==> src/rtl/cpu_ctrl_pkg.sv <==
// Shared definitions for the CPU run-control block: run states,
// default zone codes and the speed-level width helper.
package cpu_ctrl_pkg;

    // Run states; the encoding is visible on cpu_state.
    typedef enum logic [1:0] {
        ST_UI    = 2'd0,
        ST_RUN   = 2'd1,
        ST_PAUSE = 2'd2,
        ST_HALT  = 2'd3
    } run_state_t;

    // Default zone codes produced by the mouse zone selector.
    localparam int DEF_ZONE_SPEED = 1;
    localparam int DEF_ZONE_START = 5;
    localparam int DEF_ZONE_STEP  = 6;
    localparam int DEF_ZONE_RESET = 7;
    localparam int DEF_ZONE_STOP  = 8;

    // Width of the speed-level field; at least one bit.
    function automatic int speed_w(input int num_speeds);
        return (num_speeds > 2) ? $clog2(num_speeds) : 1;
    endfunction

endpackage

==> src/rtl/cpu_run_ctrl_if.sv <==
// Bundle of selector, CPU and breakpoint signals around cpu_run_ctrl.
// sel_valid qualifies sel_zone for exactly one cycle; there is no ready,
// every pulse is consumed in the cycle it is seen.
interface cpu_run_ctrl_if #(
    parameter int ZONE_W     = 6,
    parameter int PC_W       = 5,
    parameter int NUM_SPEEDS = 4
);
    import cpu_ctrl_pkg::*;

    localparam int SPD_W = speed_w(NUM_SPEEDS);

    logic              sel_valid;
    logic [ZONE_W-1:0] sel_zone;
    logic [PC_W-1:0]   pc;
    logic              cpu_error;
    logic              bp_en;
    logic [PC_W-1:0]   bp_addr;
    logic              cpu_tick;
    logic              cpu_run;
    logic              mem_reset;
    logic [1:0]        cpu_state;
    logic [SPD_W-1:0]  speed_lvl;
    logic              bp_hit;

    // Selector/CPU side: drives commands and CPU status, observes control.
    modport master (
        output sel_valid, sel_zone, pc, cpu_error, bp_en, bp_addr,
        input  cpu_tick, cpu_run, mem_reset, cpu_state, speed_lvl, bp_hit
    );

    // Run-control side.
    modport slave (
        input  sel_valid, sel_zone, pc, cpu_error, bp_en, bp_addr,
        output cpu_tick, cpu_run, mem_reset, cpu_state, speed_lvl, bp_hit
    );

endinterface

==> src/rtl/cpu_run_ctrl_div.sv <==
// Execute-tick divider: period = BASE_PERIOD >> speed_lvl. Counts only
// while run is high; clr or a dropped run restarts the period from zero.
module tick_divider
    import cpu_ctrl_pkg::*;
#(
    parameter int BASE_PERIOD = 50000000,
    parameter int NUM_SPEEDS  = 4,
    localparam int SPD_W      = speed_w(NUM_SPEEDS)
) (
    input  logic             clk,
    input  logic             reset,
    input  logic             run,
    input  logic             clr,
    input  logic [SPD_W-1:0] speed_lvl,
    output logic             tick
);
    localparam int CNT_W = $clog2(BASE_PERIOD);

    logic [CNT_W-1:0] count;
    logic [31:0]      period_m1;

    assign period_m1 = (32'(BASE_PERIOD) >> speed_lvl) - 32'd1;
    assign tick      = run && (32'(count) == period_m1);

    // Period counter: wraps on a tick, held at zero whenever not running.
    always_ff @(posedge clk) begin
        if (reset || clr || !run || tick) begin
            count <= '0;
        end else begin
            count <= count + CNT_W'(1);
        end
    end

endmodule

==> src/rtl/cpu_run_ctrl.sv <==
// Run-control engine: decodes zone-selection pulses into commands and
// sequences UI/RUN/PAUSE/HALT, with breakpoint, error halt and stepping.
// Event priority within a cycle: reset > cpu_error > breakpoint > command.
module cpu_run_ctrl
    import cpu_ctrl_pkg::*;
#(
    parameter int ZONE_W      = 6,
    parameter int PC_W        = 5,
    parameter int NUM_SPEEDS  = 4,
    parameter int BASE_PERIOD = 50000000,
    parameter int ZONE_SPEED  = DEF_ZONE_SPEED,
    parameter int ZONE_START  = DEF_ZONE_START,
    parameter int ZONE_STEP   = DEF_ZONE_STEP,
    parameter int ZONE_RESET  = DEF_ZONE_RESET,
    parameter int ZONE_STOP   = DEF_ZONE_STOP
) (
    input logic           clk,
    input logic           reset,
    cpu_run_ctrl_if.slave bus
);
    localparam int SPD_W = speed_w(NUM_SPEEDS);

    run_state_t       state;
    logic [SPD_W-1:0] speed_lvl;
    logic             bp_hit;
    logic             bp_armed;
    logic             cpu_tick;
    logic             mem_reset;

    logic cmd_start, cmd_stop, cmd_step, cmd_reset, cmd_speed;
    logic in_run, err_halt, pc_at_bp, bp_trig, go_ui, stay_run;
    logic div_clr, div_tick;

    assign cmd_start = bus.sel_valid && (bus.sel_zone == ZONE_W'(ZONE_START));
    assign cmd_stop  = bus.sel_valid && (bus.sel_zone == ZONE_W'(ZONE_STOP));
    assign cmd_step  = bus.sel_valid && (bus.sel_zone == ZONE_W'(ZONE_STEP));
    assign cmd_reset = bus.sel_valid && (bus.sel_zone == ZONE_W'(ZONE_RESET));
    assign cmd_speed = bus.sel_valid && (bus.sel_zone == ZONE_W'(ZONE_SPEED));

    assign in_run   = (state == ST_RUN);
    assign err_halt = bus.cpu_error && (in_run || state == ST_PAUSE);
    assign pc_at_bp = (PC_W'(bus.pc) == PC_W'(bus.bp_addr));
    assign bp_trig  = in_run && bus.bp_en && bp_armed && pc_at_bp;
    // RESET from any non-UI state, unless an error or breakpoint wins.
    assign go_ui    = cmd_reset && (state != ST_UI) && !err_halt && !bp_trig;
    // Still in RUN after this edge: only then may a divider tick go out.
    assign stay_run = in_run && !err_halt && !bp_trig && !cmd_stop && !go_ui;
    assign div_clr  = stay_run && cmd_speed;

    tick_divider #(
        .BASE_PERIOD (BASE_PERIOD),
        .NUM_SPEEDS  (NUM_SPEEDS)
    ) u_div (
        .clk       (clk),
        .reset     (reset),
        .run       (stay_run),
        .clr       (div_clr),
        .speed_lvl (speed_lvl),
        .tick      (div_tick)
    );

    // Run-state machine with registered control outputs.
    always_ff @(posedge clk) begin
        if (reset) begin
            state     <= ST_UI;
            speed_lvl <= '0;
            bp_hit    <= 1'b0;
            bp_armed  <= 1'b1;
            cpu_tick  <= 1'b0;
            mem_reset <= 1'b0;
        end else begin
            cpu_tick  <= 1'b0;
            mem_reset <= 1'b0;
            if (!pc_at_bp) begin
                bp_armed <= 1'b1;
            end
            if (go_ui) begin
                state     <= ST_UI;
                mem_reset <= 1'b1;
                speed_lvl <= '0;
                bp_hit    <= 1'b0;
            end else begin
                case (state)
                    ST_UI: begin
                        if (cmd_start) state <= ST_RUN;
                    end
                    ST_RUN: begin
                        if (err_halt) begin
                            state <= ST_HALT;
                        end else if (bp_trig) begin
                            state    <= ST_PAUSE;
                            bp_hit   <= 1'b1;
                            bp_armed <= 1'b0;
                        end else if (cmd_stop) begin
                            state     <= ST_PAUSE;
                            speed_lvl <= '0;
                        end else begin
                            cpu_tick <= div_tick;
                            if (cmd_speed) speed_lvl <= speed_lvl + SPD_W'(1);
                        end
                    end
                    ST_PAUSE: begin
                        if (err_halt) begin
                            state <= ST_HALT;
                        end else if (cmd_start) begin
                            state  <= ST_RUN;
                            bp_hit <= 1'b0;
                        end else if (cmd_step) begin
                            cpu_tick <= 1'b1;
                        end else if (cmd_speed) begin
                            speed_lvl <= speed_lvl + SPD_W'(1);
                        end
                    end
                    default: ;
                endcase
            end
        end
    end

    assign bus.cpu_tick  = cpu_tick;
    assign bus.cpu_run   = in_run;
    assign bus.mem_reset = mem_reset;
    assign bus.cpu_state = state;
    assign bus.speed_lvl = speed_lvl;
    assign bus.bp_hit    = bp_hit;

endmodule

==> src/flat_wrapper.sv <==
// flat-port wrapper written by rule: the top's interface ports become plain ports
module cpu_run_ctrl_flat import cpu_ctrl_pkg::*;
#(
    parameter int ZONE_W      = 6,
    parameter int PC_W        = 5,
    parameter int NUM_SPEEDS  = 4,
    parameter int BASE_PERIOD = 50000000,
    parameter int ZONE_SPEED  = DEF_ZONE_SPEED,
    parameter int ZONE_START  = DEF_ZONE_START,
    parameter int ZONE_STEP   = DEF_ZONE_STEP,
    parameter int ZONE_RESET  = DEF_ZONE_RESET,
    parameter int ZONE_STOP   = DEF_ZONE_STOP
)
  (clk, reset, bus_sel_valid, bus_sel_zone, bus_pc, bus_cpu_error, bus_bp_en, bus_bp_addr, bus_cpu_tick, bus_cpu_run, bus_mem_reset, bus_cpu_state, bus_speed_lvl, bus_bp_hit);
  cpu_run_ctrl_if #(.ZONE_W(ZONE_W), .PC_W(PC_W), .NUM_SPEEDS(NUM_SPEEDS)) bus_i ();
  input logic clk;
  input logic reset;
  input wire logic [$bits(bus_i.sel_valid)-1:0] bus_sel_valid;
  input wire logic [$bits(bus_i.sel_zone)-1:0] bus_sel_zone;
  input wire logic [$bits(bus_i.pc)-1:0] bus_pc;
  input wire logic [$bits(bus_i.cpu_error)-1:0] bus_cpu_error;
  input wire logic [$bits(bus_i.bp_en)-1:0] bus_bp_en;
  input wire logic [$bits(bus_i.bp_addr)-1:0] bus_bp_addr;
  output wire logic [$bits(bus_i.cpu_tick)-1:0] bus_cpu_tick;
  output wire logic [$bits(bus_i.cpu_run)-1:0] bus_cpu_run;
  output wire logic [$bits(bus_i.mem_reset)-1:0] bus_mem_reset;
  output wire logic [$bits(bus_i.cpu_state)-1:0] bus_cpu_state;
  output wire logic [$bits(bus_i.speed_lvl)-1:0] bus_speed_lvl;
  output wire logic [$bits(bus_i.bp_hit)-1:0] bus_bp_hit;
  assign bus_i.sel_valid = bus_sel_valid;
  assign bus_i.sel_zone = bus_sel_zone;
  assign bus_i.pc = bus_pc;
  assign bus_i.cpu_error = bus_cpu_error;
  assign bus_i.bp_en = bus_bp_en;
  assign bus_i.bp_addr = bus_bp_addr;
  assign bus_cpu_tick = bus_i.cpu_tick;
  assign bus_cpu_run = bus_i.cpu_run;
  assign bus_mem_reset = bus_i.mem_reset;
  assign bus_cpu_state = bus_i.cpu_state;
  assign bus_speed_lvl = bus_i.speed_lvl;
  assign bus_bp_hit = bus_i.bp_hit;
  cpu_run_ctrl #(.ZONE_W(ZONE_W), .PC_W(PC_W), .NUM_SPEEDS(NUM_SPEEDS), .BASE_PERIOD(BASE_PERIOD), .ZONE_SPEED(ZONE_SPEED), .ZONE_START(ZONE_START), .ZONE_STEP(ZONE_STEP), .ZONE_RESET(ZONE_RESET), .ZONE_STOP(ZONE_STOP)) u_core (.clk(clk), .reset(reset), .bus(bus_i));
endmodule
==> config.mk <==
export PLATFORM = sky130hd
export DESIGN_NAME = cpu_run_ctrl_flat
export DESIGN_NICKNAME = d
export VERILOG_FILES = /design/src/rtl/cpu_ctrl_pkg.sv /design/src/rtl/cpu_run_ctrl_if.sv /design/src/rtl/cpu_run_ctrl_div.sv /design/src/rtl/cpu_run_ctrl.sv /design/src/flat_wrapper.sv
export SDC_FILE = /design/constraint.sdc
export NUM_CORES = 1
export LEC_CHECK = 0
export BUFFER_PORTS_ARGS = -buffer_cell sky130_fd_sc_hd__buf_2
export CORE_MARGIN = 2
export CORE_UTILIZATION = 30
export DETAILED_ROUTE_END_ITERATION = 10
export GPL_ROUTABILITY_DRIVEN = 1
export PLACE_DENSITY_LB_ADDON = 0.05
export SYNTH_ARGS = -nofsm -noshare
export SYNTH_HDL_FRONTEND = slang
export SYNTH_SLANG_ARGS = --single-unit
==> constraint.sdc <==
create_clock -name clk -period 2.37 [get_ports clk]
set_input_delay 0 -clock clk [delete_from_list [all_inputs] [get_ports clk]]
set_output_delay 0 -clock clk [all_outputs]
set_load 0.05 [all_outputs]
==> metrics.cfg, run 1 <==
[critical_path]
rrSetupSlack_ps = 140
crit_chain = inv_4 -> ha_4 -> or3_1 -> a2111o_1 -> nor4_4 -> a31o_1 -> buf_12 -> nor3_1
critPathArrivalTime_ps = 2410
worstPathRequired_ps = 2550
r2r-start = u_core.bus.speed_lvl[1]
start_kind = flip-flop
reg2reg_depth = 8
crit_buf_inv = 2
path_delay_family = simple AND/OR/NAND/NOR gates
worst_setup_path_end_kind = flip-flop
slowest_delay_ps = 410
path_class = flip-flop to flip-flop
cp_max_fo = 26
r2r_end = u_core.u_div.count[13]
cp_slowest_cell = a2111o_1
startpoint = u_core.bus.speed_lvl[1]

[detailed_routing]
drtAntennaViolNets = 0
drtIter0Drc = 120
vias_per_cell = 4.98
wirelength_um = 6050
vias = 1998
first_pass_iters = 4
drc = 0
post_drt_wl_per_cell_um = 15.1

[die]
chipHeight_um = 90.3
start_util_pct = 30.9
die_w_um = 90.3
num_io_pins = 29
die_area_mm2 = 0.00815
core-area_mm2 = 0.00721
placementRows = 31

[finish]
postLayoutCellArea_mm2 = 0.00278
drive_gt1_share_pct = 23.2
antennaDiodeCount = 0
area.growth.synth_to_final_pct = 24.3
fin_nets = 336

[global_route]
grt_first_pass_wirelength_um = 9930
grt_max_degree = 27
grt_pass1_vias = 1943
grt_overflow = 0
globalRouteTotalUtil_pct = 15.0
antenna_found_initial = 0

[pwr]
vdd_drop_max_v = 0.000181
p_leak_nw = 1.01
power.density_mw_per_mm2 = 438

[synth]
synth-simple-area-share_pct = 32.8
synth_edf_count = 0
synth_area_mm2 = 0.00223
synth_area_per_cell_um2 = 8.55
syn_nets = 295
synth_top_family_by_area = simple AND/OR/NAND/NOR gates
synth_ff_type = dfxtp_1
ys_seq_area_share_pct = 30.5
synthMuxAreaShare_pct = 0
ys_ff_latch = 34
synth_xor_area_share_pct = 13.3
synth-compound-area-share_pct = 11.8
async_flop_share_pct = 0
synthCells = 261
yosysWarningCount = 0
synth_fa_ha_area_share_pct = 7.29
yosysUniqueCellTypes = 54

[sta]
tns_ps = 0
rsz0062_at_grt = true
hold_viol_final = 0
setup_viol = 0
worst_pin_slew_ps = 614
period_share_pct = 94.1
finalMaxSlewViolations = 0
fin_worst_skew_ps = 4.99
fmax_mhz = 448
fin_crit_ps = 2230
whs_ps = 42.1
relSlewSlack_pct = 58.5

[flow_run]
maxCapViolCount = 0

[cts]
path_clk_slew_ps = 70
insertion_delay_ps = 290
cts_made_buffers = 5
cts_root_buffer = clkbuf_8
cts_tree = yes
cts_sinks = 34
clk_path_buf_depth = 2
htree_num_levels = 2

[min_path]
hold_class = input pin to flip-flop
min_to = u_core.bp_armed
hold_path_startpoint = bus_bp_en
whs_path_depth = 3

[place]
portBuffers = 28
place_area_mm2 = 0.00255
gp_congestion = 0.816
dp_hpwl_um = 4420

[outcome]
status = finished, final reports clean

[worst reg2reg max path: stages, from the launching register on]
cell and delay (ps):
dfxtp_4 390, inv_4 60, ha_4 150, or3_1 300, a2111o_1 410, nor4_4 310
a31o_1 230, buf_12 180, nor3_1 90
[registers in the layout, summed over array words and instances (netlist names)]
name / cells
u_core.u_div.count: 26
u_core.bus.cpu_state: 2
u_core.bus.speed_lvl: 2
u_core.bp_armed: 1
u_core.bus.bp_hit: 1
u_core.bus.cpu_tick: 1
u_core.bus.mem_reset: 1
[routing by layer]
layer | track usage, % | vias up | share of wire [%]
met2 | 22.0 | 36 | 41
met3 | 3.17 | 5 | 4.6
met1 | 22.5 | 923 | 53
met4 | 3.46 | 0 | 0.91
met5 | 0 | - | 0
li1 | - | 1034 | -
[cells by family (layout without fill, tap and decap cells)]
group,count (synthesis),count (layout)
simple gates,125,125
compound gates,35,35
xor+xnor,34,34
flops,34,34
buf+inv,20,61
fa+ha+maj,13,13
[cell type report]
type,instances,area [um^2]
tap,99,124
multi-input combinational,207,1520
sequential,34,691
inverter,10,42.5
fill,780,4440
clock buffer,6,82.6
clock inverter,1,30.0
timing repair buffer,44,290
[power by group]
group	leakage [nW]	internal (W)	switching, W
sequential	0.276	0.000569	0.000000563
combinational	0.675	0.0000378	0.0000458
clock	0.0573	0.000337	0.000227
[cell usage in the layout (no fill, tap or decap), types with 4 or more instances in the layout]
master,count
xnor2_1,11
nor2_1,7
ha_1,8
nand2b_1,4
xor2_1,23
o31ai_1,4
inv_1,8
nor3b_1,5
and3_1,7
dfxtp_1,30
nor3_1,30
ha_2,4
nand2_1,14
nand3_1,17
buf_4,12
clkbuf_8,6
buf_2,28
o21ai_0,4
and4_1,4
nand4_1,6
nor2b_1,4
a21oi_1,6
[cell usage after synthesis (2+ instances only)]
master    count  area (um^2)
and4_1        4         35.0
nand4_1       6         37.5
ha_1         13          163
inv_1        10         37.5
buf_6         2         22.5
or4_1         2         15.0
and2_1        2         12.5
o31ai_1       4         30.0
a21oi_1       6         30.0
nand3_1      17         85.1
xor2_1       23          201
xnor2_1      11         96.3
and3b_1       2         17.5
nor4_1        3         18.8
clkbuf_1      7         26.3
nand2_1      14         52.6
nor3b_1       6         45.0
or3_1         3         18.8
nor2b_1       4         25.0
o21ai_0       4         20.0
dfxtp_1      34          681
nor3_1       30          150
and3_1        7         43.8
nor2_1        7         26.3
nand2b_1      4         25.0
a2111o_1      3         33.8
a211oi_1      2         15.0
nand3b_1      3         22.5
o22ai_1       3         18.8
[metrics by stage]
stage / setup WS (ps) / total power, W / util, % / cells
4_1_cts: 8.19 / 0.00123 / 37.4 / 397
3_5_place_dp: -7.09 / 0.000664 / 35.4 / 388
6_report: 139 / 0.00122 / 38.5 / 401
2_1_floorplan: 17.6 / 0.000629 / - / 261
5_1_grt: -33.3 / 0.00127 / 38.5 / 401
3_3_place_gp: 46.1 / 0.000664 / 35.4 / 388
[worst max path at each step]
stage	slack (ps)	cells after the start	to
5_1_grt	-30	9	u_core.bus.cpu_tick
2_1_floorplan	20	9	u_core.u_div.count[10]
4_1_cts	8	8	u_core.u_div.count[5]
6_report	140	8	u_core.u_div.count[13]
3_3_place_gp	50	8	u_core.u_div.count[18]
3_5_place_dp	-7	8	u_core.u_div.count[14]
[timing repair]
item                                    CTS  global route
pin swaps                                 0             5
hold buffers                              2             0
endpoints found under the setup margin   27            27
setup buffers                             0             4
gates resized for setup                   1            11
endpoints found under the hold margin     3             0
(Power assumes the default switching activity.)
==> inputs of run 2 (changes only) <==
==> constraint.sdc (replaced) <==
create_clock -name clk -period 2.37 [get_ports clk]
set_input_delay 0 -clock clk [delete_from_list [all_inputs] [get_ports clk]]
set_output_delay 0 -clock clk [all_outputs]
set_load 0.02 [all_outputs]
==> run 2 against run 1 <==
Compared with the run above:
- design area grew 0.99%
- highest routed layer unchanged
- largest power group is now clock
- via count grew 2.0%
- non-clock buffer count grew 4
- sequential power is essentially flat
- first-iteration DRC count grew 23%
- clock skew shrank 0.70 ps
- routed wire length shrank 0.79%
==> metrics.cfg, run 2 (same netlist as run 1, synthesis figures left out) <==
[pwr]
p_leak_nw = 1.03
total_power_w = 0.00129
swShare_pct = 22.9
vdd_drop_max_v = 0.000258
comb_power_share_pct = 6.8
intPower_w = 0.000991
pwr-share-clk_pct = 48.9
power.density_mw_per_mm2 = 459
power_switching_w = 0.000294
pwr-share-seq_pct = 44.3

[die]
chipHeight_um = 90.3
start_util_pct = 30.9
die_area_mm2 = 0.00815
core-area_mm2 = 0.00721
num_io_pins = 29
placementRows = 31
die_w_um = 90.3

[global_route]
grt_pass1_vias = 1979
antenna_found_initial = 0
grt_overflow = 0
grt_first_pass_wirelength_um = 10200
globalRouteTotalUtil_pct = 15.6
grt_max_degree = 27

[cts]
clk_path_buf_depth = 2
path_clk_slew_ps = 80
cts_sinks = 34
htree_num_levels = 2
cts_tree = yes
insertion_delay_ps = 290
cts_root_buffer = clkbuf_8
cts_made_buffers = 5

[detailed_routing]
drtAntennaViolNets = 0
first_pass_iters = 4
drc = 0
drtIter0Drc = 147
top_layer_used = met4
wirelength_um = 6000
wl_met2_um = 2470
post_drt_wl_per_cell_um = 14.8
vias = 2037
routed-wl-met3_um = 207
vias_per_cell = 5.02
wl_met1_um = 3250

[finish]
fin_nets = 340
area.growth.synth_to_final_pct = 25.6
antennaDiodeCount = 0
fin_cells = 406
layout.cells.most_common = dfxtp_1
final_cell_mix = dfxtp_1 (32), nor3_1 (30), buf_2 (28), xor2_1 (23), nand3_1 (17)
drive_gt1_share_pct = 22.1
largest_reg_flops = 26
regMostFlops = u_core.u_div.count

[critical_path]
cp_slowest_cell = or4_1
start_kind = flip-flop
crit_buf_inv = 1
path_class = flip-flop to flip-flop
slowest_delay_ps = 550
worstPathRequired_ps = 2560
cp_max_fo = 7
worst_setup_path_end_kind = flip-flop
startpoint = u_core.bus.speed_lvl[1]
critPathArrivalTime_ps = 2460
r2r-start = u_core.bus.speed_lvl[1]
path_delay_family = simple AND/OR/NAND/NOR gates
crit_chain = buf_4 -> ha_1 -> or2_1 -> or4_1 -> a211oi_2 -> nand4_1 -> a2111oi_2

[sta]
setup_viol = 0
fin_crit_ps = 2260
period_share_pct = 95.5
fin_worst_skew_ps = 4.29
finalMaxSlewViolations = 0
rsz0062_at_grt = true
fmax_mhz = 442
hold_viol_final = 0
tns_ps = 0
worst_pin_slew_ps = 588
relSlewSlack_pct = 60.3
whs_ps = 47.2

[flow_run]
maxCapViolCount = 0

[place]
dp_cells = 392
gp_congestion = 0.839
dp_hpwl_um = 4340
portBuffers = 28

[outcome]
status = finished, final reports clean

[min_path]
hold_path_startpoint = bus_sel_zone[0]
hold_class = input pin to flip-flop

run 2: stage by stage:
step	worst slack [ps]	utilization, %	area, um^2
floorplan	3.72	-	2240
global placement	33.4	35.7	2570
detailed placement	-26.2	35.7	2570
CTS	26.1	38.5	2780
global route	-74.8	38.8	2800
finish	106	38.8	2800
run 2: metal layers:
| metal | vias to the layer above | track usage, % |
|---|---|---|
| li1 | 1048 | - |
| met1 | 950 | 23.4 |
| met2 | 33 | 22.6 |
| met3 | 6 | 3.17 |
| met4 | 0 | 4.23 |
| met5 | - | 0 |
run 2: cell type report:
cell class	instances	area (um^2)
Fill cell	775	4410
Sequential cell	34	688
Timing Repair Buffer	48	340
Inverter	10	37.5
Tap cell	99	124
Clock inverter	2	38.8
Multi-Input combinational cell	207	1480
Clock buffer	6	93.8
run 2: path summary, 6_finish.rpt:
path | slack, ps | cells after the start | endpoint
setup / recovery | 110 | 7 | u_core.bus.cpu_tick
hold / removal | 50 | 3 | u_core.bus.cpu_tick
setup reg to reg | 110 | 7 | u_core.bus.cpu_tick
hold reg to reg | 460 | 1 | u_core.u_div.count[0]
run 2: repair_timing:
action                     4_1_cts  5_1_grt
gates resized for setup          4        4
hold buffers                     2        0
hold endpoints to repair         3        0
pin swaps                        4        1
setup endpoints to repair       25       19
gates cloned                     1        0
buffers inserted                 3        0
run 2: worst min-delay path, stage by stage:
cell and delay [ps]:
buf_2 100, or4_1 130, a2111oi_2 70
run 2: power by group through the flow:
stage	Sequential [W]	Clock, W	Combinational [W]
after floorplan	0.000585	0	0.0000429
after global placement	0.000584	0	0.0000789
after detailed placement	0.000584	0	0.0000785
after CTS	0.000570	0.000643	0.0000884
after global routing	0.000570	0.000673	0.0000974
final	0.000570	0.000629	0.0000875
==> inputs of run 3 (changes only) <==
--- a/config.mk
+++ b/config.mk
@@ -6,11 +6,14 @@
 export NUM_CORES = 1
 export LEC_CHECK = 0
 export BUFFER_PORTS_ARGS = -buffer_cell sky130_fd_sc_hd__buf_2
+export CELL_PAD_IN_SITES_DETAIL_PLACEMENT = 1
+export CELL_PAD_IN_SITES_GLOBAL_PLACEMENT = 2
 export CORE_MARGIN = 2
 export CORE_UTILIZATION = 30
 export DETAILED_ROUTE_END_ITERATION = 10
 export GPL_ROUTABILITY_DRIVEN = 1
 export PLACE_DENSITY_LB_ADDON = 0.05
+export SKIP_LAST_GASP = 1
 export SYNTH_ARGS = -nofsm -noshare
 export SYNTH_HDL_FRONTEND = slang
 export SYNTH_SLANG_ARGS = --single-unit
==> run 3 against run 2 <==
Compared with the run above:
- die area did not move
- critical path type unchanged
- critical path depth did not move
- utilization about the same
- final cell count up 1.2%
- sequential share of layout area hardly changed
- clock power decreased by 30%
- via count increased by 5.5%
- highest routed layer unchanged
==> metrics.cfg, run 3 (same netlist as run 1, synthesis figures left out) <==
[sta]
period_share_pct = 95.6
fin_worst_skew_ps = 11.4
setup_ws_ps = 105
fmax_mhz = 442
finalMaxSlewViolations = 0
rsz0062_at_grt = true
worst_pin_slew_ps = 474
whs_ps = 36.7
setup_viol = 0
fin_crit_ps = 2260
relSlewSlack_pct = 67.9
hold_viol_final = 0

[pwr]
vdd_drop_max_v = 0.000191
p_leak_nw = 1.04
total_power_w = 0.00110
power.density_mw_per_mm2 = 393

[finish]
final_cell_mix = dfxtp_1 (32), nor3_1 (30), buf_2 (28), xor2_1 (23), buf_4 (20)
area.growth.synth_to_final_pct = 25.5
fin_nets = 345
regMostFlops = u_core.u_div.count
multiInputGateArea_mm2 = 0.00152
fillers = 895
register_area_um2 = 688
antennaDiodeCount = 0
layout.cells.most_common = dfxtp_1
largest_reg_flops = 26
drive_gt1_share_pct = 25.3

[die]
chipHeight_um = 90.3
die_area_mm2 = 0.00815
num_io_pins = 29
core-area_mm2 = 0.00721
die_w_um = 90.3
start_util_pct = 30.9
placementRows = 31

[critical_path]
r2r_end = u_core.bus.cpu_tick
cp_max_fo = 5
worstPathRequired_ps = 2570
reg2reg_depth = 7
path_class = flip-flop to flip-flop
worst_setup_path_end_kind = flip-flop
r2r-start = u_core.bus.speed_lvl[0]
start_kind = flip-flop
critPathArrivalTime_ps = 2460
rrSetupSlack_ps = 110

[detailed_routing]
first_pass_iters = 4
drtIter0Drc = 45
post_drt_wl_per_cell_um = 16.7
wirelength_um = 6880
drtAntennaViolNets = 0
drc = 0
vias_per_cell = 5.23
vias = 2149

[global_route]
busiest_layer = met2
grt_overflow = 0
globalRouteTotalUtil_pct = 17.1
antenna_found_initial = 0
met1_usage_pct = 22.8
grt_use_met3_pct = 2.67
grt_first_pass_wirelength_um = 11200
grt_util_met2_pct = 28.6
grt_pass1_vias = 2187
grt_max_degree = 17

[place]
portBuffers = 28
pre_cts_slack_ps = -20.1
dp_hpwl_um = 5140
gp_congestion = 0.764

[cts]
htree_num_levels = 2
cts_tree = yes
clk_path_buf_depth = 2
cts_root_buffer = clkbuf_8
cts_sinks = 34
path_clk_slew_ps = 80
insertion_delay_ps = 290
cts_made_buffers = 5

[min_path]
min_to = u_core.bus.cpu_tick
whs_path_depth = 3
hold_path_startpoint = bus_sel_zone[0]
hold_class = input pin to flip-flop

[flow_run]
maxCapViolCount = 0

[outcome]
status = finished, final reports clean

[run 3: per-stage QoR]
| stage | utilization (%) | TNS [ps] | cells | cell area [um^2] |
|---|---|---|---|---|
| after floorplan | - | 0 | 261 | 2240 |
| after global placement | 36.0 | 0 | 398 | 2590 |
| after detailed placement | 36.0 | -252 | 398 | 2590 |
| after CTS | 38.0 | 0 | 410 | 2740 |
| after global routing | 38.8 | -24.1 | 411 | 2800 |
| final | 38.8 | 0 | 411 | 2800 |
[run 3: layer usage]
layer / part of all wire [%] / vias up
li1: - / 1057
met1: 48 / 1044
met2: 48 / 37
met3: 3.0 / 11
met4: 1.6 / 0
met5: 0 / -
[run 3: timing repair]
item | CTS | global route
pin swaps | 5 | 5
endpoints found under the setup margin | 27 | 27
resized for setup | 6 | 18
hold endpoints to repair | 3 | 0
buffers inserted | 0 | 1
cloned | 2 | 0
hold buffers | 2 | 0
[run 3: critical path: stages (launching register included)]
cell	delay (ps)
dfxtp_4	380
inv_6	50
ha_1	250
or2_1	240
or4_4	530
a211oi_2	230
nand4_1	130
a2111oi_2	370
[run 3: worst max-delay path by stage]
stage | startpoint | endpoint | slack (ps) | cells after the start
final | u_core.bus.speed_lvl[0] | u_core.bus.cpu_tick | 110 | 7
after global routing | u_core.bus.speed_lvl[0] | u_core.bus.cpu_tick | -20 | 7
after CTS | u_core.bus.speed_lvl[0] | u_core.u_div.count[24] | 0.2 | 8
after detailed placement | u_core.bus.speed_lvl[0] | u_core.u_div.count[16] | -20 | 8
after global placement | u_core.bus.speed_lvl[0] | u_core.u_div.count[20] | 40 | 8
after floorplan | u_core.bus.speed_lvl[1] | u_core.u_div.count[10] | 4 | 9
[run 3: area by class of cell]
| class | instances | share of cell area [%] |
|---|---|---|
| clock buffers | 6 | 2.59 |
| inverters | 10 | 1.52 |
| multi-input cells | 207 | 54.1 |
| clock inverters | 2 | 0.491 |
| repair buffers | 53 | 12.3 |
| well taps | 99 | 4.42 |
| flip-flops and latches | 34 | 24.6 |
[run 3: where the power goes]
part	total (W)	internal, W	leakage, nW	switching, W
sequential	0.000570	0.000569	0.275	0.000000655
combinational	0.0000873	0.0000413	0.719	0.0000460
clock	0.000443	0.000208	0.0452	0.000236
